## config.mk

```make
export PLATFORM = sky130hd
export DESIGN_NAME = lock_controller
export DESIGN_NICKNAME = d
export VERILOG_FILES = /design/src/rtl/lock_controller.sv
export SDC_FILE = /design/constraint.sdc
export NUM_CORES = 1
export LEC_CHECK = 0
export CORE_MARGIN = 4
export CORE_UTILIZATION = 45
export CTS_BUF_LIST = sky130_fd_sc_hd__clkbuf_4 sky130_fd_sc_hd__clkbuf_8
export CTS_CLUSTER_SIZE = 14
export DETAILED_ROUTE_END_ITERATION = 8
export PLACE_DENSITY = 0.82
export SKIP_LAST_GASP = 1
export SYNTH_ARGS = -nofsm -noshare
export SYNTH_HDL_FRONTEND = slang
export SYNTH_SLANG_ARGS = --single-unit
```

## constraint.sdc

```tcl
create_clock -name clk -period 5.74 [get_ports clk]
set_input_delay 0.574 -clock clk [delete_from_list [all_inputs] [get_ports clk]]
set_output_delay 0.574 -clock clk [all_outputs]
set_load 0.03 [all_outputs]
```

## src/rtl/lock_controller.sv

```systemverilog
// Keypad lock sequencer: pops 8-bit codes from a FIFO, compares a full entry against
// the stored password, then opens for a fixed time or locks out after repeated failures.
module lock_controller #(
    parameter int PASSWORD_WIDTH = 4,
    parameter int MAX_ATTEMPTS   = 3,
    parameter int LOCKOUT_CYCLES = 1000,
    parameter int UNLOCK_CYCLES  = 100
) (
    input  logic                                  clk,
    input  logic                                  rst_n,
    input  logic                                  empty,
    input  logic [7:0]                            code,
    input  logic [PASSWORD_WIDTH-1:0][7:0]        password,
    output logic                                  rd_en,
    output logic [PASSWORD_WIDTH-1:0]             leds,
    output logic                                  unlocked,
    output logic                                  locked_out,
    output logic [$clog2(MAX_ATTEMPTS+1)-1:0]     fail_cnt
);

    localparam int FW   = $clog2(MAX_ATTEMPTS + 1);
    localparam int TMAX = (LOCKOUT_CYCLES > UNLOCK_CYCLES) ? LOCKOUT_CYCLES : UNLOCK_CYCLES;
    localparam int TW   = (TMAX > 1) ? $clog2(TMAX) : 1;
    localparam int IW   = (PASSWORD_WIDTH > 1) ? $clog2(PASSWORD_WIDTH) : 1;

    localparam logic [TW-1:0] UNLOCK_LOAD  = TW'(UNLOCK_CYCLES - 1);
    localparam logic [TW-1:0] LOCKOUT_LOAD = TW'(LOCKOUT_CYCLES - 1);
    localparam logic [IW-1:0] LAST_IDX     = IW'(PASSWORD_WIDTH - 1);
    localparam logic [FW-1:0] FAIL_MAX     = FW'(MAX_ATTEMPTS);
    localparam logic [7:0]    ESC_CODE     = 8'h1B;

    typedef enum logic [2:0] {
        S_IDLE,
        S_FETCH,
        S_CHECK,
        S_EVAL,
        S_OPEN,
        S_LOCKOUT
    } state_t;

    state_t                    state_q, state_d;
    logic [IW-1:0]             index_q, index_d;
    logic                      mismatch_q, mismatch_d;
    logic [PASSWORD_WIDTH-1:0] leds_q, leds_d;
    logic [FW-1:0]             fail_q, fail_d;
    logic [FW-1:0]             fail_inc;
    logic [TW-1:0]             timer_q, timer_d;
    logic [7:0]                code_q, code_d;
    logic                      unlocked_q, unlocked_d;
    logic                      locked_q, locked_d;
    logic                      init_q;

    // init_q holds off the first pop until one edge after reset release
    assign rd_en = init_q && !empty && ((state_q == S_IDLE) || (state_q == S_LOCKOUT));

    assign fail_inc = (fail_q == FAIL_MAX) ? fail_q : fail_q + 1'b1;

    always_comb begin
        state_d    = state_q;
        index_d    = index_q;
        mismatch_d = mismatch_q;
        leds_d     = leds_q;
        fail_d     = fail_q;
        timer_d    = timer_q;
        code_d     = code_q;

        case (state_q)
            S_IDLE: begin
                if (init_q && !empty) begin
                    state_d = S_FETCH;
                end
            end
            S_FETCH: begin
                code_d  = code;
                state_d = S_CHECK;
            end
            S_CHECK: begin
                if (code_q == ESC_CODE) begin
                    index_d    = '0;
                    mismatch_d = 1'b0;
                    leds_d     = '0;
                    state_d    = S_IDLE;
                end else begin
                    // keep consuming the whole entry so a wrong digit gives no positional hint
                    if (code_q != password[index_q]) begin
                        mismatch_d = 1'b1;
                    end
                    leds_d[index_q] = 1'b1;
                    index_d         = index_q + 1'b1;
                    state_d         = (index_q == LAST_IDX) ? S_EVAL : S_IDLE;
                end
            end
            S_EVAL: begin
                index_d    = '0;
                mismatch_d = 1'b0;
                leds_d     = '0;
                if (!mismatch_q) begin
                    fail_d  = '0;
                    timer_d = UNLOCK_LOAD;
                    state_d = S_OPEN;
                end else begin
                    fail_d = fail_inc;
                    if (fail_inc == FAIL_MAX) begin
                        timer_d = LOCKOUT_LOAD;
                        state_d = S_LOCKOUT;
                    end else begin
                        state_d = S_IDLE;
                    end
                end
            end
            S_OPEN: begin
                if (timer_q == '0) begin
                    state_d = S_IDLE;
                end else begin
                    timer_d = timer_q - 1'b1;
                end
            end
            S_LOCKOUT: begin
                if (timer_q == '0) begin
                    fail_d  = '0;
                    state_d = S_IDLE;
                end else begin
                    timer_d = timer_q - 1'b1;
                end
            end
            default: begin
                state_d = S_IDLE;
            end
        endcase

        // status flags track the next state so they are high for exactly the dwell time
        unlocked_d = (state_d == S_OPEN);
        locked_d   = (state_d == S_LOCKOUT);
    end

    always_ff @(posedge clk or negedge rst_n) begin
        if (!rst_n) begin
            state_q    <= S_IDLE;
            index_q    <= '0;
            mismatch_q <= 1'b0;
            leds_q     <= '0;
            fail_q     <= '0;
            timer_q    <= '0;
            code_q     <= '0;
            unlocked_q <= 1'b0;
            locked_q   <= 1'b0;
            init_q     <= 1'b0;
        end else begin
            state_q    <= state_d;
            index_q    <= index_d;
            mismatch_q <= mismatch_d;
            leds_q     <= leds_d;
            fail_q     <= fail_d;
            timer_q    <= timer_d;
            code_q     <= code_d;
            unlocked_q <= unlocked_d;
            locked_q   <= locked_d;
            init_q     <= 1'b1;
        end
    end

    assign leds       = leds_q;
    assign unlocked   = unlocked_q;
    assign locked_out = locked_q;
    assign fail_cnt   = fail_q;

endmodule
```

==> flow_metrics.tcl <==
set metrics [dict create \
    timing.critical_path.fanout_max 2 \
    cts_buffers 5 \
    antenna_cells 0 \
    cts_htree_levels 2 \
    cts.sinks 33 \
    grtUsageTotal_pct 17.4 \
    area_delta_synth_final_pct 32.2 \
    cts_buffer_depth 2 \
    reg2regPathDepth 7 \
    wl_per_cell_um 15.2 \
    cts_resized 0 \
    grt_pass1_wl_mm 6.98 \
    yosysSeqAreaShare_pct 43.2 \
    crit_path_start_kind "primary input" \
    final.fill_count 326 \
    p_per_area_nw_per_um2 477 \
    netlist-cell-type-count 48 \
    finalSetupTns_ns 0 \
    vias 1435 \
    drive_gt1_share_pct 16.3 \
    cts_hold_buf 0 \
    path_cells "clkdlybuf4s50_1 > or3b_2 > nor2_1 > clkdlybuf4s50_1" \
    grt_pass1_vias 1489 \
    synth_seq_cells 33 \
    fin_cells 271 \
    core_area_um2 4060 \
    path_clk_slew_ns 0.06 \
    post-cts-setup-buffer-count 0 \
    min-delay-start "leds[1]$_DFFE_PN0P_" \
    routabilityCongestion 0.767 \
    synth_area_um2 1910 \
    ff_latch_area_um2 826 \
    overflow 0 \
    route.antenna.remaining_nets 0 \
    cts_tree "yes" \
    path_class "primary input to output port" \
    whs_path_depth 2 \
    clock_latency_ns 0.28 \
    hpwl_mm 3.20 \
    cpPeakStageDelay_ns 0.67 \
    post-route-period-util_pct 48.5 \
    drc 0 \
    setup_viol 0 \
    stdcell_area_um2 2530 \
    fmax_ghz 0.360 \
    root_buffer "clkbuf_8" \
    finalCriticalPeriod_ns 2.78 \
    io_pins 52 \
    rows 23 \
    die_y_um 73.2 \
    crit_top_cell "clkdlybuf4s50_1" \
    relSlewSlack_pct 48.8 \
    synth_edf_count 0 \
    grt_max_degree 34 \
    min_path_type "flip-flop to flip-flop" \
    synth.yosys.warnings 0 \
    dieWidth_um 73.2 \
    final.setup_skew_ns 0.00535 \
    slew_viol_final 0 \
    hold_path_end "leds[1]$_DFFE_PN0P_" \
    cap_viol_max_count 0 \
    wl_mm 4.12 \
    cp.arrival_ns 2.21 \
    ir_drop_mv 0.286 \
    nets 269 \
    crit_required_ns 5.17 \
    viasPerCell 5.30 \
    cpMaxStageDelayCell "clkdlybuf4s50_1" \
    synthCells 170 \
    initial_core_util_pct 47.1 \
    drt_iter0_markers 46 \
    status "finished clean" \
    multi_input_area_um2 1000 \
    io_buffer_count 51 \
    worst_pin_slew_ns 0.766 \
    dp.cells 263 \
    grt_antenna_before_repair 0 \
    synthArstFlopShare_pct 100 \
    synth_ff_type "dfrtp_1" \
    timing.rr.end "timer_q[9]$_DFFE_PN0P_" \
    place_area_um2 2440 \
    rr_startpoint "timer_q[0]$_DFFE_PN0P_" \
    avgSynthCellArea_um2 11.2 \
    synth_fp_nets 219 \
    rsz0062_at_grt "false" \
    reg2reg_slack_ns 3.41 \
    dieArea_um2 5360 \
    leakage_uw 0.00102 \
    worst_setup_path_end_kind "output port" \
    firstDrtPassIters 4 \
    hold_viol 0 \
]
## cells by family after synthesis
logic type | count (synthesis) | synth area share [%]
AOI/OAI and AO/OA | 32 | 11.8
xor gates and xnor gates | 12 | 5.50
adders and majority gates | 6 | 3.93
buffers and inverters | 17 | 4.25
DFF | 33 | 43.2
muxes | 18 | 15.3
other | 1 | 0.196
and+or+nand+nor | 51 | 15.8
## how the worst max path moves through the flow
stage	start	endpoint	slack, ns	cells past startpoint
2_1_floorplan	timer_q[0]$_DFFE_PN0P_	timer_q[9]$_DFFE_PN0P_	3.68	8
3_3_place_gp	empty	rd_en	2.97	4
3_5_place_dp	empty	rd_en	2.97	4
4_1_cts	empty	rd_en	2.95	4
5_1_grt	empty	rd_en	2.87	4
6_report	empty	rd_en	2.96	4
## area by class of cell
cell class | count | share of cell area [%]
Clock buffer | 5 | 2.72
Clock inverter | 3 | 0.693
Inverter | 8 | 1.19
Multi-Input combinational cell | 120 | 39.8
Sequential cell | 33 | 32.7
Tap cell | 50 | 2.48
Timing Repair Buffer | 52 | 20.5
## stage by stage
stage / hold slack (ns) / total power [µW] / util (%) / setup WS, ns
2_1_floorplan: 0.278 / 885 / - / 3.68
3_3_place_gp: 0.485 / 1030 / 60.2 / 2.97
3_5_place_dp: 0.496 / 1040 / 60.2 / 2.97
4_1_cts: 0.510 / 1220 / 62.3 / 2.95
5_1_grt: 0.550 / 1300 / 62.3 / 2.87
6_report: 0.504 / 1210 / 62.3 / 2.96
## layer usage
metal  wire length [µm]  share of wire [%]  vias to the layer above  global-route usage (%)
li1                   -                  -                      715                       -
met1               1890                 46                      689                    22.8
met2               2040                 49                       24                    27.6
met3                111                2.7                        7                    3.03
met4                 85                2.1                        0                    8.61
met5                  0                  0                        -                       0
## power by group
| part | switching, µW | leakage, µW | internal [µW] |
|---|---|---|---|
| combinational | 259 | 0.000587 | 304 |
| clock | 83.3 | 0.0000439 | 83.5 |
| sequential | 140 | 0.000393 | 336 |
| total | 483 | 0.00102 | 723 |
## registers in the layout, indices dropped and copies added, names as in the netlist
signal and count:
unlocked 1, code_q 8, init_q 1, locked_out 1, mismatch_q 1, state_q 3
timer_q 10, index_q 2, fail_cnt 2, leds 4
## synthesized netlist by cell type, drive strengths merged, types with 4 or more instances
master	n	area, µm²
ha	6	75.1
inv	8	30.0
nand2	11	41.3
a21oi	10	50.1
xnor2	9	78.8
mux2	10	113
o21ai	5	25.0
dfrtp	33	826
mux4	8	180
nor4	4	25.0
nor2	10	37.5
buf	5	36.3
clkbuf	4	15.0
## worst max-delay path, delay by kind of cell
| family | cells | cell delay, ns |
|---|---|---|
| AND/OR/NAND/NOR | 2 | 0.57 |
| buffers and inverters | 2 | 1.06 |
## layout by cell type, fill, tap and decap left out, types with 2 or more instances in the layout
master and instances:
nand2b_1 3, nand4_1 2, xor2_1 3, nor4_1 4, clkdlybuf4s50_1 51, dfrtp_1 33
nor2_1 10, inv_1 8, xnor2_1 9, mux4_2 8, o21ai_0 5, o22a_1 3
or4_4 2, ha_1 6, nand3_1 2, clkinv_2 2, a21oi_1 10, nand2_1 11
a31oi_1 3, nor2b_1 2, mux2_2 10, and2_1 3, clkbuf_8 5
(Power assumes the default switching activity.)
